<file path="config.mk">
export PLATFORM = sky130hd
export DESIGN_NAME = pulse_sorter
export DESIGN_NICKNAME = d
export VERILOG_FILES = /design/src/rtl/pulse_sorter.sv
export SDC_FILE = /design/constraint.sdc
export NUM_CORES = 1
export LEC_CHECK = 0
export BUFFER_PORTS_ARGS = -buffer_cell sky130_fd_sc_hd__buf_2
export CORE_ASPECT_RATIO = 2
export CORE_UTILIZATION = 62
export DETAILED_ROUTE_END_ITERATION = 16
export PLACE_DENSITY = 0.83
export RECOVER_POWER = 25
export SYNTH_ARGS = -nofsm -noshare
export SYNTH_HDL_FRONTEND = slang
export SYNTH_SLANG_ARGS = --single-unit
</file>
<file path="constraint.sdc">
create_clock -name clk -period 5.7 [get_ports clk]
set_input_delay 0 -clock clk [delete_from_list [all_inputs] [get_ports clk]]
set_output_delay 0 -clock clk [all_outputs]
set_load 0.03 [all_outputs]
</file>
<file path="src/rtl/pulse_sorter.sv">
// Pulse measurement for the comparator output: high width, rise-to-rise period and size class.
// Short pulses are rejected as glitches; overlong high times are reported once as class 3.
//
// state    | meaning
// ---------+---------------------------------------------------------------
// WAIT_LOW | ignore sigin until a 0 is sampled (no partial pulses)
// LOW      | idle low, waiting for a rising sample
// HIGH     | counting high samples of the current pulse
module pulse_sorter #(
    parameter int CNT_W     = 16,
    parameter int MIN_WIDTH = 3,
    parameter int TH1       = 10,
    parameter int TH2       = 100,
    parameter int MAX_WIDTH = 1000
) (
    input  logic             clk,
    input  logic             rst_n,
    input  logic             enable,
    input  logic             cnt_clr,
    input  logic             sigin,
    output logic             pulse_valid,
    output logic [CNT_W-1:0] pulse_width,
    output logic [CNT_W-1:0] pulse_period,
    output logic [1:0]       pulse_class,
    output logic [31:0]      pulse_count,
    output logic [15:0]      glitch_count
);

    localparam logic [CNT_W-1:0] CNT_MAX = {CNT_W{1'b1}};
    localparam logic [CNT_W-1:0] MIN_W   = CNT_W'(MIN_WIDTH);
    localparam logic [CNT_W-1:0] TH1_W   = CNT_W'(TH1);
    localparam logic [CNT_W-1:0] TH2_W   = CNT_W'(TH2);
    localparam logic [CNT_W-1:0] MAX_W   = CNT_W'(MAX_WIDTH);

    typedef enum logic [1:0] {WAIT_LOW, LOW, HIGH} state_t;

    state_t           state_q, state_d;
    logic [CNT_W-1:0] width_q, width_d;
    logic [CNT_W-1:0] since_q, since_d;   // edges since the last accepted rise
    logic [CNT_W-1:0] snap_q, snap_d;     // since_q captured at the current rise
    logic             ref_q, ref_d;       // a previous accepted rise exists
    logic             report;
    logic             glitch;
    logic [CNT_W-1:0] rep_width;
    logic [1:0]       rep_class;

    function automatic logic [CNT_W-1:0] sat_inc(input logic [CNT_W-1:0] x);
        return (x == CNT_MAX) ? x : x + 1'b1;
    endfunction

    always_ff @(posedge clk or negedge rst_n) begin
        if (!rst_n) begin
            state_q <= WAIT_LOW;
            width_q <= '0;
            since_q <= '0;
            snap_q  <= '0;
            ref_q   <= 1'b0;
        end else begin
            state_q <= state_d;
            width_q <= width_d;
            since_q <= since_d;
            snap_q  <= snap_d;
            ref_q   <= ref_d;
        end
    end

    always_comb begin
        state_d   = state_q;
        width_d   = width_q;
        since_d   = sat_inc(since_q);
        snap_d    = snap_q;
        ref_d     = ref_q;
        report    = 1'b0;
        glitch    = 1'b0;
        rep_width = width_q;
        rep_class = 2'd0;
        if (!enable) begin
            state_d = WAIT_LOW;
            width_d = '0;
            since_d = '0;
            snap_d  = '0;
            ref_d   = 1'b0;
        end else begin
            case (state_q)
                WAIT_LOW: begin
                    if (!sigin) state_d = LOW;
                end
                LOW: begin
                    if (sigin) begin
                        state_d = HIGH;
                        width_d = {{(CNT_W-1){1'b0}}, 1'b1};
                        snap_d  = sat_inc(since_q);
                    end
                end
                HIGH: begin
                    if (sigin) begin
                        if (width_q == MAX_W - 1'b1) begin
                            report    = 1'b1;
                            rep_width = MAX_W;
                            rep_class = 2'd3;
                            state_d   = WAIT_LOW;
                            width_d   = '0;
                            since_d   = width_q;  // this edge is width_q edges after the rise
                            ref_d     = 1'b1;
                        end else begin
                            width_d = width_q + 1'b1;
                        end
                    end else begin
                        state_d = LOW;
                        width_d = '0;
                        if (width_q < MIN_W) begin
                            glitch = 1'b1;
                        end else begin
                            report  = 1'b1;
                            since_d = width_q;
                            ref_d   = 1'b1;
                            if (width_q < TH1_W)      rep_class = 2'd0;
                            else if (width_q < TH2_W) rep_class = 2'd1;
                            else                      rep_class = 2'd2;
                        end
                    end
                end
                default: state_d = WAIT_LOW;
            endcase
        end
    end

    always_ff @(posedge clk or negedge rst_n) begin
        if (!rst_n) begin
            pulse_valid  <= 1'b0;
            pulse_width  <= '0;
            pulse_period <= '0;
            pulse_class  <= 2'd0;
            pulse_count  <= '0;
            glitch_count <= '0;
        end else begin
            pulse_valid <= report;
            if (report) begin
                pulse_width  <= rep_width;
                pulse_period <= ref_q ? snap_q : '0;
                pulse_class  <= rep_class;
            end
            if (cnt_clr)     pulse_count <= '0;
            else if (report) pulse_count <= pulse_count + 32'd1;
            if (cnt_clr)                               glitch_count <= '0;
            else if (glitch && glitch_count != 16'hFFFF) glitch_count <= glitch_count + 16'd1;
        end
    end

endmodule

</file>
==> summary.txt, run 1 <==
Status: finished, final reports clean
Final worst slack: 2.56 ns
Fin Hold WS: 0.0504 ns
Synthesized area per cell: 9.18 um^2
Power per cell area: 279 nW/um^2
Initial drt markers: 326
Worst clock skew: 0.00801 ns
Max Cap Violations: 0
RSZ-0062 raised after global routing: no
Critical path class: reg -> reg
Drc violations: 0
Synth Instances: 702
Fill cell total of the finished layout: 760
Synth top area cells: dfrtp_1 52%, nand2_1 7.0%, nand3_1 4.9%
Critical Path Fanout Max: 34
Mapped Area: 6440 um^2
Full die area: 10800 um^2
Clock Path Buffers: 2
Nets: 784
Primary FF master, synth: dfrtp_1
P&R area growth vs syn: 15.7%
Largest family of logic cells by synthesized area: simple AND/OR/NAND/NOR gates
Post-DP HPWL: 11400 um
Multiplexer area fraction after synthesis: 0.796%
Post-synthesis register bit count: 134
Drt wl/cell: 17.6 um
Period minus WS final: 3.14 ns
Worst Hold Class: in -> reg
Total Wirelength: 16200 um
Router iterations before antenna repair: 7
Antenna violations before repair: 0
Slew @ Worst Pin: 1.00 ns
Critical-path cell list: or3_1 -> or4_4 -> o21a_1 -> nor2_2 -> buf_4 -> inv_2 -> xnor2_1 -> nor2_1
Worst EP required: 5.96 ns
Yosys warns: 0
Final hold vios: 0
Ant. Diodes: 0
Top-count cell post-synth: dfrtp_1
Setup TNS: 0 ns
Fraction of registers with async set/reset: 100%
Pre-CTS setup slack: 2.56 ns
Number of synthesized flops with an enable pin: 0
Synth top cells by count: 134 x dfrtp_1, 120 x nand2_1, 63 x nand3_1
Total CTS buffers: 17
Crit path launch type: register
Peak Freq: 318 MHz
Largest net degree at the start of global routing: 71
Synthesized Nets: 711
Die Wd: 74.1 um
Gpl congestion: 0.903
Simple-Gate Fraction of Synth Area: 24.5%
Reg clk slew, reported paths: 0.06 ns
Arrival @ worst endpoint: 3.41 ns
Vias in the first global route: 5616
Setup violators final: 0
Core footprint: 10100 um^2
Pleak: 3.51 nW
Distinct cells, synth: 52
First-pass GRT wire length: 27000 um
Relative slew slack: 32.8%
Slowest stage delay, CP: 0.47 ns
Global route overflow: 0
Vias per cell: 6.08
Slew Limit Fails: 0
Cell taking the most area after synthesis: dfrtp_1
Post-synthesis sequential area ratio: 52.0%
Die height: 146 um
Critical Path Slowest Stage Cell: dfrtp_1
GRT Overall Usage: 32.9%
Sequential Area: 3350 um^2
Post-synthesis adder-cell area fraction: 0.777%
CTS H-tree lvls: 4
Multi-input logic area: 2900 um^2
Sinks on Clock Net: 134
# resized after CTS: 0
Final Cycle Share: 55.1%
CTS tree: done
Worst skew pair latency: 0.42 ns
Worst VDD drop: 0.000283 V
Post-Synth XOR/XNOR Area: 6.25%
Detailed-route via count: 5605
Complex-gate fraction of the synthesized area: 12.7%
Endpoint class of the critical path: register
Proportion of layout cells with a drive suffix above 1: 11.4%
Number of port buffers: 87
I/O pin count: 88
Num rows: 52
Share of Yosys cell area claimed by the top area cell type: 52.0%
Initial core utilization: 63.9%
Final ANT Viol Nets: 0
CTS root buf: clkbuf_16
==> cells in the final DEF, fill, tap and decap left out, types with 5 or more instances in the layout <==
master      Yosys  layout
clkbuf_1       28      38
clkinvlp_4      0       7
nor3_1          7       7
or3_1          14      14
a21oi_1        33      33
o2111ai_1       8       8
xnor2_1        21      21
and4_1          5       5
dfrtp_1       134     134
xor2_1         25      25
nand4_1        14      14
o21ai_1         8       8
clkbuf_16       0      17
nand3_1        63      63
inv_1           7       7
nand2_1       120     120
and2_1          7       7
and3_1         21      21
o21ai_0        53      53
nor2_1         60      60
buf_2           8      49
==> per-layer routing <==
metal | vias to the layer above | global-route usage (%) | routed length, um
met2 | 219 | 55.4 | 8650
met5 | - | 0 | 0
met1 | 2720 | 36.3 | 5890
met3 | 66 | 6.35 | 686
met4 | 0 | 21.7 | 994
li1 | 2600 | - | -
==> cells by family after synthesis <==
family / after synthesis
multiplexers: 5
adder cells (fa/ha/maj): 4
buffers and inverters: 45
AND/OR/NAND/NOR: 332
XOR/XNOR: 46
AO/OA/AOI/OAI: 136
flip-flops: 134
==> state kept, by name, indices dropped and copies added (netlist names) <==
signal,count
pulse_class,2
width_q,16
since_q,16
ref_q,1
pulse_count,32
snap_q,16
pulse_valid,1
glitch_count,16
pulse_period,16
state_q,2
pulse_width,16
==> where the power goes <==
part	internal (mW)	total [mW]	leakage, nW	switching (mW)
Sequential	0.959	0.964	1.86	0.00550
Clock	0.650	1.06	0.259	0.405
Combinational	0.0118	0.0581	1.38	0.0463
Total	1.62	2.08	3.51	0.457
==> stage by stage <==
step                      cells  total power [mW]  util (%)  cell area (um^2)
after floorplan             702              1.01         -              6440
after global placement      889              1.04      68.5              6910
after detailed placement    889              1.04      68.5              6910
after CTS                   922              2.09      74.4              7500
after global routing        922              2.14      73.9              7460
final                       922              2.08      73.9              7460
==> area by class of cell <==
class                           instances  share of cell area, %
Inverter                                8                  0.403
Sequential cell                       134                   45.0
Timing Repair Buffer                   91                   5.72
Tap cell                              135                   2.27
Multi-Input combinational cell        523                   38.9
Clock inverter                         12                   1.76
Clock buffer                           19                   5.94
==> worst max-delay path: cells and delay by family (launching register included) <==
family	cells	cell delay [ns]
flip-flops	1	0.47
AND/OR/NAND/NOR	4	1.19
buffers and inverters	2	0.68
AO/OA/AOI/OAI	1	0.40
XOR/XNOR	1	0.24
==> worst paths after layout <==
path | endpoint | startpoint | slack (ns) | cells past startpoint
min reg2reg | pulse_period[10] | pulse_period[10] | 0.46 | 2
min | ref_q | enable | 0.05 | 3
min in group asynchronous | pulse_width[11] | rst_n | 0.26 | 2
max reg2reg | pulse_count[0] | width_q[2] | 2.56 | 8
max in group asynchronous | since_q[2] | rst_n | 4.06 | 3
max | pulse_count[0] | width_q[2] | 2.56 | 8
==> repair_timing <==
item / CTS / global route
endpoints found under the hold margin: 71 / 0
setup buffers: 0 / 0
hold buffers: 2 / 0
No activity file was read; power rests on OpenSTA's default activity.
==> run 2, diff against run 1 <==
--- a/config.mk
+++ b/config.mk
@@ -5,11 +5,12 @@
 export SDC_FILE = /design/constraint.sdc
 export NUM_CORES = 1
 export LEC_CHECK = 0
+export ABC_AREA = 1
 export BUFFER_PORTS_ARGS = -buffer_cell sky130_fd_sc_hd__buf_2
 export CORE_ASPECT_RATIO = 2
-export CORE_UTILIZATION = 62
+export CORE_UTILIZATION = 59
 export DETAILED_ROUTE_END_ITERATION = 16
-export PLACE_DENSITY = 0.83
+export PLACE_DENSITY = 0.78
 export RECOVER_POWER = 25
 export SYNTH_ARGS = -nofsm -noshare
 export SYNTH_HDL_FRONTEND = slang
==> constraint.sdc (replaced) <==
create_clock -name clk -period 2.9 [get_ports clk]
set_input_delay 0 -clock clk [delete_from_list [all_inputs] [get_ports clk]]
set_output_delay 0 -clock clk [all_outputs]
set_load 0.03 [all_outputs]
==> run 2 against run 1 <==
Net effect:
- the flow now finishes with violations (max-capacitance violations, max-slew violations)
- largest cell class is now multi-input combinational cells
- highest routed layer unchanged
- routed wire length increased by 37%
- setup slack got worse by 1.9 ns
- global-route usage up 1.4 points
- clock skew up 0.0019 ns
- clock power up 95%
- critical path depth unchanged
- hold slack improved by 0.045 ns
- synthesized cell count is 55% higher
- cell area rose by 19%
- count of clock-buffer cells in the layout unchanged
- fmax rose by 39%
- critical endpoint is now pulse_period[6]
==> summary.txt, run 2 <==
Distinct cells, synth: 35
Critical-path cell list: inv_1 -> nand3_1 -> nor2_4 -> nand3_2 -> nand3_4 -> buf_4 -> nand2_1 -> o21ai_1
Num rows: 59
Hold path endpoint: pulse_count[18]
First-pass GRT wire length: 36200 um
Proportion of layout cells with a drive suffix above 1: 15.1%
Reg power frac: 44.4%
Reg2reg start: width_q[9]
Detailed-route via count: 7544
Worst Hold Launch: cnt_clr
Yosys warns: 0
Full die area: 13700 um^2
Peak Freq: 441 MHz
Worst clock skew: 0.00993 ns
Post-synthesis register bit count: 134
Gpl congestion: 1.03
Die height: 164 um
Largest register by flop count: pulse_count
Synthesized area per cell: 7.17 um^2
RSZ-0062 raised after global routing: no
Worst Hold Class: in -> reg
Status: finished with violations
Router iterations before antenna repair: 5
Largest register FFs: 32
Sinks on Clock Net: 134
Total CTS buffers: 17
CTS tree: done
Most frequent cells in the layout: 416 x nand2_1, 148 x nor2_1, 134 x dfrtp_1, 99 x nand3_1, 84 x buf_2
Die Wd: 83.2 um
Hold Crit Depth: 4
Global route overflow: 0
Initial drt markers: 492
Drt wl/cell: 16.7 um
Antenna violations before repair: 0
Ant. Diodes: 0
Power per cell area: 517 nW/um^2
Pleak: 4.49 nW
Fin area: 8850 um^2
Final Cycle Share: 78.1%
P&R area growth vs syn: 13.7%
Share of Yosys cell area claimed by the top area cell type: 43.1%
Switching share of power: 28.3%
Relative slew slack: -16.1%
Setup TNS: 0 ns
Post-DP HPWL: 16300 um
Core footprint: 12900 um^2
Number of synthesized flops with an enable pin: 0
Vias per cell: 5.65
Pint: 3.28 mW
Final ANT Viol Nets: 0
Synth top area cells: dfrtp_1 43%, nand2_1 20%, nor2_1 7.1%
Nets: 1179
Max Cap Violations: 1
Setup violators final: 0
GRT Overall Usage: 34.3%
Total Wirelength: 22300 um
Worst skew pair latency: 0.42 ns
Reg-to-reg critical path endpoint: pulse_period[6]
Vias in the first global route: 7383
Combinational share of power: 10.3%
Slew Limit Fails: 66
Worst VDD drop: 0.000456 V
Endpoint class of the critical path: register
Primary FF master, synth: dfrtp_1
Reg clk slew, reported paths: 0.06 ns
Register-to-register setup slack: 0.63 ns
Critical path class: reg -> reg
Period minus WS final: 2.27 ns
Post-Place Cell Area: 8270 um^2
CTS H-tree lvls: 4
Synth Instances: 1086
Failing checks: max-capacitance violations, max-slew violations
Synthesized Nets: 1095
Final hold vios: 0
Worst EP required: 3.24 ns
Top-count cell post-synth: nand2_1
Cell taking the most area after synthesis: dfrtp_1
Initial core utilization: 60.2%
Post-synthesis sequential area ratio: 43.1%
Largest net degree at the start of global routing: 66
Drc violations: 0
Clock Path Buffers: 2
Sw power: 1.29 mW
Fraction of registers with async set/reset: 100%
Slowest stage delay, CP: 0.49 ns
# resized after CTS: 0
CTS root buf: clkbuf_16
Arrival @ worst endpoint: 2.60 ns
Number of port buffers: 87
Commonest non-fill, non-tap cell in the layout: nand2_1
Critical Path Fanout Max: 38
Total Power: 4.58 mW
FF-to-FF path depth: 8
Mapped Area: 7780 um^2
Crit path launch type: register
Clock share of power: 45.2%
Critical Path Slowest Stage Cell: buf_4
Synth top cells by count: 416 x nand2_1, 148 x nor2_1, 134 x dfrtp_1
Slew @ Worst Pin: 1.74 ns
I/O pin count: 88
run 2: final cells by class:
type / instances / area, um^2
clock buffer: 19 / 443
fill: 1145 / 4070
clock inverter: 13 / 125
sequential: 134 / 3350
multi-input combinational: 831 / 3870
inverter: 87 / 327
timing repair buffer: 99 / 543
tap: 152 / 190
run 2: worst max-delay path by stage:
stage | startpoint | to | slack, ns | cells after the start
3_5_place_dp | width_q[0] | pulse_period[8] | 0.67 | 9
5_1_grt | rst_n | pulse_period[1] | 0.28 | 3
2_1_floorplan | pulse_count[0] | pulse_count[30] | 1.10 | 10
4_1_cts | width_q[0] | pulse_period[8] | 0.65 | 9
3_3_place_gp | width_q[0] | pulse_period[6] | 0.75 | 9
6_report | width_q[9] | pulse_period[6] | 0.63 | 8
run 2: per-layer routing:
layer	share of wire [%]	GRT usage (%)
met1	34	34.1
met2	55	64.8
met3	4.2	5.70
met4	6.2	22.5
met5	0	0
run 2: worst max-delay path: cells and delay by family, from the launching register on:
kind | cells | cell delay, ns
buffers and inverters | 2 | 0.68
DFF | 1 | 0.43
AOI/OAI and AO/OA | 1 | 0.10
and+or+nand+nor | 5 | 0.94
run 2: repair_timing:
action                    4_1_cts  5_1_grt
hold buffers                    3        0
hold endpoints to repair       69        0
setup buffers                   0        0
run 2: kinds of logic (layout without fill, tap and decap cells):
family,Yosys count,count (layout),synth area share [%]
simple gates,728,728,40.5
flops,134,134,43.1
buf+inv,121,218,7.20
compound gates,61,61,4.32
xor+xnor,38,38,4.28
fa+ha+maj,4,4,0.643
run 2: per-stage QoR:
stage | hold slack, ns | worst slack (ns) | util [%] | std cells
floorplan | -0.296 | 1.10 | - | 1086
global placement | 0.0420 | 0.753 | 64.0 | 1300
detailed placement | 0.0469 | 0.669 | 64.0 | 1300
CTS | 0.0860 | 0.648 | 68.7 | 1335
global route | 0.113 | 0.284 | 68.5 | 1335
finish | 0.0949 | 0.635 | 68.5 | 1335
run 2: power by group through the flow:
stage               sequential, mW  combinational (mW)  clock [mW]
detailed placement            2.06               0.474           0
floorplan                     2.16               0.190           0
CTS                           2.03               0.479        2.10
global route                  2.04               0.515        2.16
finish                        2.03               0.474        2.07
global placement              2.06               0.466           0
